--- src/rtl/psum_pkg.sv ---
// rtl/psum_pkg.sv - shared sizes, state encoding, saturation limits and lane helper for psum_accum_buf
package psum_pkg;

    localparam int PSUM_LANES = 4;
    localparam int PSUM_DW    = 16;
    localparam int PSUM_DEPTH = 16;

    typedef enum logic [1:0] {
        ST_IDLE  = 2'd0,
        ST_ACCUM = 2'd1,
        ST_DRAIN = 2'd2,
        ST_DONE  = 2'd3
    } psum_state_e;

    localparam logic signed [PSUM_DW-1:0] SAT_MAX = 16'sh7FFF;
    localparam logic signed [PSUM_DW-1:0] SAT_MIN = 16'sh8000;

    // Lane 0 sits in the most significant bits of the packed word.
    function automatic logic [PSUM_DW-1:0] lane_slice(
        input logic [PSUM_LANES*PSUM_DW-1:0] word,
        input int                            lane
    );
        return word[(PSUM_LANES-1-lane)*PSUM_DW +: PSUM_DW];
    endfunction

endpackage

--- src/rtl/psum_sat_add.sv ---
// rtl/psum_sat_add.sv - one-lane signed saturating adder; passes b through when add_en is low
module psum_sat_add
    import psum_pkg::*;
#(
    parameter int DW = PSUM_DW
) (
    input  logic signed [DW-1:0] a,
    input  logic signed [DW-1:0] b,
    input  logic                 add_en,
    output logic signed [DW-1:0] sum
);

    logic [DW:0] wide;

    assign wide = {a[DW-1], a} + {b[DW-1], b};

    // Overflow shows up as disagreement between the two top bits of the widened sum.
    always_comb begin
        sum = b;
        if (add_en) begin
            if (wide[DW] != wide[DW-1]) begin
                sum = wide[DW] ? SAT_MIN : SAT_MAX;
            end else begin
                sum = wide[DW-1:0];
            end
        end
    end

endmodule

--- src/rtl/psum_accum_buf.sv ---
// rtl/psum_accum_buf.sv - multi-pass saturating partial-sum accumulator with ReLU drain
module psum_accum_buf
    import psum_pkg::*;
#(
    parameter int LANES  = PSUM_LANES,
    parameter int DW     = PSUM_DW,
    parameter int DEPTH  = PSUM_DEPTH,
    parameter int LEN_W  = 5,
    parameter int PASS_W = 4
) (
    input  logic                  clk,
    input  logic                  rst,
    input  logic                  start,
    input  logic [LEN_W-1:0]      cfg_len,
    input  logic [PASS_W-1:0]     cfg_num_pass,
    input  logic                  cfg_relu,
    input  logic [LANES*DW-1:0]   psum_pkd_in,
    input  logic                  psum_vld,
    output logic                  psum_rdy,
    output logic [LANES*DW-1:0]   out_data,
    output logic                  out_vld,
    input  logic                  out_rdy,
    output logic                  busy,
    output logic                  done
);

    localparam int AW = $clog2(DEPTH);
    localparam int WW = LANES * DW;

    localparam logic [1:0] IDLE  = ST_IDLE;
    localparam logic [1:0] ACCUM = ST_ACCUM;
    localparam logic [1:0] DRAIN = ST_DRAIN;
    localparam logic [1:0] DONE  = ST_DONE;

    logic [1:0]        state;
    logic [WW-1:0]     buf_mem [DEPTH];
    logic [LEN_W-1:0]  len_q;
    logic [LEN_W-1:0]  wr_ptr;
    logic [LEN_W-1:0]  rd_ptr;
    logic [LEN_W-1:0]  next_rd;
    logic [LEN_W-1:0]  drain_idx;
    logic [PASS_W-1:0] num_pass_q;
    logic [PASS_W-1:0] pass_cnt;
    logic              relu_q;

    logic [WW-1:0]     cur_word;
    logic [WW-1:0]     acc_word;
    logic              accept;
    logic              last_word;
    logic              last_pass;
    logic              last_rd;
    logic              cfg_ok;

    assign psum_rdy  = (state == ACCUM);
    assign busy      = (state != IDLE);
    assign done      = (state == DONE);
    assign accept    = psum_vld & psum_rdy;
    assign last_word = (wr_ptr == len_q - LEN_W'(1));
    assign last_pass = (pass_cnt == num_pass_q - PASS_W'(1));
    assign last_rd   = (rd_ptr == len_q - LEN_W'(1));
    assign cfg_ok    = (cfg_len != '0) && (cfg_len <= LEN_W'(DEPTH));
    assign next_rd   = rd_ptr + LEN_W'(1);
    // The first load of a drain presents rd_ptr itself; later loads follow a handshake.
    assign drain_idx = out_vld ? next_rd : rd_ptr;
    assign cur_word  = buf_mem[wr_ptr[AW-1:0]];

    for (genvar l = 0; l < LANES; l++) begin : g_lane
        psum_sat_add #(.DW(DW)) u_sat (
            .a      (lane_slice(cur_word, l)),
            .b      (lane_slice(psum_pkd_in, l)),
            .add_en (pass_cnt != '0),
            .sum    (acc_word[(LANES-1-l)*DW +: DW])
        );
    end

    function automatic logic [WW-1:0] relu_word(input logic [WW-1:0] w, input logic en);
        logic [WW-1:0] res;
        res = w;
        for (int l = 0; l < LANES; l++) begin
            if (en && w[(LANES-1-l)*DW + DW-1]) begin
                res[(LANES-1-l)*DW +: DW] = '0;
            end
        end
        return res;
    endfunction

    // Buffer contents deliberately survive reset.
    always_ff @(posedge clk) begin
        if (!rst && accept) begin
            buf_mem[wr_ptr[AW-1:0]] <= acc_word;
        end
    end

    always_ff @(posedge clk) begin
        if (rst) begin
            state      <= IDLE;
            wr_ptr     <= '0;
            rd_ptr     <= '0;
            pass_cnt   <= '0;
            len_q      <= '0;
            num_pass_q <= '0;
            relu_q     <= 1'b0;
            out_vld    <= 1'b0;
            out_data   <= '0;
        end else begin
            case (state)
                IDLE: begin
                    if (start && cfg_ok) begin
                        len_q      <= cfg_len;
                        num_pass_q <= (cfg_num_pass == '0) ? PASS_W'(1) : cfg_num_pass;
                        relu_q     <= cfg_relu;
                        wr_ptr     <= '0;
                        rd_ptr     <= '0;
                        pass_cnt   <= '0;
                        state      <= ACCUM;
                    end
                end
                ACCUM: begin
                    if (accept) begin
                        if (last_word) begin
                            wr_ptr <= '0;
                            if (last_pass) begin
                                pass_cnt <= '0;
                                rd_ptr   <= '0;
                                state    <= DRAIN;
                            end else begin
                                pass_cnt <= pass_cnt + PASS_W'(1);
                            end
                        end else begin
                            wr_ptr <= wr_ptr + LEN_W'(1);
                        end
                    end
                end
                DRAIN: begin
                    if (!out_vld) begin
                        out_data <= relu_word(buf_mem[drain_idx[AW-1:0]], relu_q);
                        out_vld  <= 1'b1;
                    end else if (out_rdy) begin
                        if (last_rd) begin
                            out_vld <= 1'b0;
                            state   <= DONE;
                        end else begin
                            rd_ptr   <= next_rd;
                            out_data <= relu_word(buf_mem[drain_idx[AW-1:0]], relu_q);
                        end
                    end
                end
                DONE: begin
                    state <= IDLE;
                end
                default: begin
                    state <= IDLE;
                end
            endcase
        end
    end

endmodule

--- config.mk ---
export PLATFORM = sky130hd
export DESIGN_NAME = psum_accum_buf
export DESIGN_NICKNAME = d
export VERILOG_FILES = /design/src/rtl/psum_pkg.sv /design/src/rtl/psum_sat_add.sv /design/src/rtl/psum_accum_buf.sv
export SDC_FILE = /design/constraint.sdc
export NUM_CORES = 2
export LEC_CHECK = 0
export CORE_MARGIN = 2
export CORE_UTILIZATION = 40
export CTS_CLUSTER_SIZE = 40
export DETAILED_ROUTE_END_ITERATION = 8
export PLACE_DENSITY_LB_ADDON = 0.08
export RECOVER_POWER = 100
export SLEW_MARGIN = 25
export SYNTH_ARGS = -nofsm -noshare
export SYNTH_HDL_FRONTEND = slang
export SYNTH_SLANG_ARGS = --single-unit
--- constraint.sdc ---
create_clock -name clk -period 7.73 [get_ports clk]
set_input_delay 1.546 -clock clk [delete_from_list [all_inputs] [get_ports clk]]
set_output_delay 1.546 -clock clk [all_outputs]
set_load 0.02 [all_outputs]
==> results by group <==
Logic synthesis
  • Syn avg cell area: approximately 17 um2
  • Top_reg_cell synth: edfxtp_1
  • Synth warn: 0
  • Yosys top cell area share: ~55%
  • Sequential area share after synthesis: between 50% and 60%
  • Ys async rst share: 0%
  • EDFF count, synth: between 1000 and 1500
  • Syn nets: between 3000 and 4000
  • Ranking of synthesized cells by area: edfxtp_1 55%, mux4_2 25%, dfxtp_1 3.4%
  • Post-Synthesis Cells: between 3000 and 4000
  • #FFs+latches synth: roughly 1100
  • Count leader, synth: edfxtp_1
  • Synthesized area: 55520 um2
  • Commonest cells in the netlist: 1024 x edfxtp_1, 616 x mux4_2, 351 x nand2_1, 141 x nand3_1, 108 x nor2_1
  • Cell taking the most area after synthesis: edfxtp_1
  • Yosys cell types: 86

Floorplanning
  • Starting density of the core: slightly above 40%
  • Die area: about 140000 um2
  • Core Region: between 100000 and 150000 um2
  • Placement Rows: between 100 and 150
  • # IOs: around 150
  • Die Width: between 300 and 400 um
  • Die height: about 380 um

Final layout
  • Nets: 3563
  • Fin util: roughly 46%
  • Area taken by multi-input logic gates: about 22000 um2
  • Diode count: 0
  • Layout area overhead: 14.17%
  • Layout cells sized above 1: 26.28%
  • Sequential cell area: between 30000 and 40000 um2
  • # fillers: between 10000 and 15000

Timing
  • Unrepaired setup endpoints after global routing: no
  • Final period util: between 80% and 90%
  • Worst slew pin tran: ~4.2 ns
  • Min Tclk post-route: between 6 and 7 ns
  • Final WS setup: roughly 0.98 ns
  • FMAX: approximately 0.15 GHz
  • TNS Setup: 0 ns
  • Hold Fails Final Rpt: 0
  • Max-slew violations: 1016
  • Final setup vio count: 0
  • Final Skew: 0.02721 ns
  • Max-slew headroom: -177.3%

Route
  • Initial detailed-routing violation count: roughly 3400
  • Pre-antenna DRT Iters: 7
  • Wire per inst: ~32 um
  • Total length of routed wires: roughly 170000 um
  • Drt drc: 0
  • Final ANT Viol Nets: 0
  • Via density: ~6.3
  • Via count: between 30000 and 40000

Clock network
  • Clk root buf: clkbuf_16
  • CTS tree: done
  • # H-tree levels: 4
  • Clk buf depth: 3
  • Cts hold-fix bufs: 0
  • Clk_lat worst skew: just under 0.8 ns
  • Post-CTS Setup Repair Bufs: 0
  • Clock Sinks: about 1100
  • CTS resizes: 0
  • Inserted Clock Buffers: approximately 130
  • Worst-path clk slew: approximately 0.06 ns

Critical path
  • Cells on worst reg2reg path: 10
  • CP Capture Type: register
  • CP Class: register to register
  • Worst Path Required: between 8 and 9 ns
  • Worst Path Arrival: between 7 and 8 ns
  • Critical Path Start Type: register
  • Worst Path Max Fanout: 35

Global route
  • Gr ovfl total: 0
  • Vias in the first global route: ~35000
  • Pin count of the biggest net entering global routing: between 100 and 150
  • GRT Total Usage: between 20% and 30%
  • Global-route wire length before repair: between 200000 and 250000 um
  • Initial antenna violation count: 3

Placed design
  • Dpl ws: approximately 1.6 ns
  • Detail Placement HPWL: a little over 90000 um
  • PortBufs: roughly 150
  • GPL Wtd Cong: 0.8769

Pwr
  • Clock power share: about a third
  • Pwr Density: 288.3 nW/um2
  • Power share of the combinational group: between 20 and 30%
  • P_int: ~13 mW
  • Max IR drop VDD: 0.2918 mV
  • P_leak: 20.40 nW
  • Pwr Total: roughly 18 mW
  • Seq pwr share: 39.1%
  • Net load switching power: about 5.3 mW
  • Sw Share: about 29%

Flow run
  • Max Cap Violations: 26

Hold path
  • Hold depth: 2
  • Min-Delay Path Class: register to register

Outcome
  • Status: finished, violations left
  • Failing checks: capacitance limit, slew limit
area by class of cell:
cell class                 instances  share of cell area (%)
clock inverter                    65                   1.056
clock buffer                     174                   5.819
multi-input combinational       1865                   34.34
tap                             1794                   3.541
inverter                          40                  0.2369
timing repair buffer             245                   3.470
sequential                      1119                   51.54
power by group through the flow:
stage	combinational, mW	clock (mW)	sequential, mW
3_5_place_dp	4.98	0	7.27
4_1_cts	5.00	6.38	7.14
5_1_grt	5.32	6.61	7.15
3_3_place_gp	4.91	0	7.26
6_report	4.89	6.25	7.14
2_1_floorplan	3.66	0	7.23
sequential cells by signal, indices dropped and copies added, names as in the netlist, 2 cells and up, named ones only:
name and count:
buf_mem 1024, len_q 5, wr_ptr 5, state 2, pass_cnt 4, out_data 64, num_pass_q 4, rd_ptr 5
layer usage:
metal | wire length, um | vias up | global-route usage, %
li1 | - | 13810 | -
met1 | 69130 | 18200 | 31.69
met2 | 85940 | 1287 | 41.10
met3 | 10110 | 266 | 4.148
met4 | 4753 | 0 | 6.906
met5 | 0 | - | 0
metrics by stage:
stage               instance area [um2]  hold WS, ns  instances
finish                            63390       0.4563       5302
global route                      63390       0.4672       5302
CTS                               63820       0.4638       5300
detailed placement                59470       0.4568       5061
global placement                  59410       0.4497       5059
floorplan                         55520       0.4773       3243
path summary, 6_finish.rpt:
check / end / start / slack (ns)
setup reg to reg: out_data[24] / rd_ptr[1] / 0.98
hold reg to reg: out_data[63] / out_data[63] / 0.46
setup / recovery: out_data[24] / rd_ptr[1] / 0.98
hold / removal: out_data[63] / out_data[63] / 0.46
cell usage in the layout, fill, tap and decap left out, drive strengths merged, types with 76 or more instances in the layout:
master | netlist | final
nand2 | 351 | 351
dfxtp | 95 | 95
clkbuf | 83 | 224
clkdlybuf4s50 | 0 | 76
mux4 | 616 | 616
nand3 | 141 | 141
a21oi | 82 | 82
nor2 | 109 | 109
ha | 78 | 78
edfxtp | 1024 | 1024
critical path, cell delays in order (launching register included):
cell	delay [ns]
dfxtp_2	0.36
buf_4	0.55
nand4_1	0.46
xnor2_1	2.30
clkbuf_1	1.08
nand2_1	0.24
nand4_1	0.19
nand3_1	0.29
o21a_1	0.28
clkbuf_2	0.44
a32o_1	0.38
cell families (layout without fill, tap and decap cells):
| group | count (synthesis) | after routing | share of synthesized area, % |
|---|---|---|---|
| buffers and inverters | 259 | 524 | 2.132 |
| adders and majority gates | 82 | 82 | 1.902 |
| AOI/OAI and AO/OA | 336 | 336 | 4.410 |
| and+or+nand+nor | 730 | 730 | 5.893 |
| muxes | 647 | 647 | 25.55 |
| xor gates and xnor gates | 70 | 70 | 1.305 |
| DFF | 1119 | 1119 | 58.81 |
(Power assumes the default switching activity.)
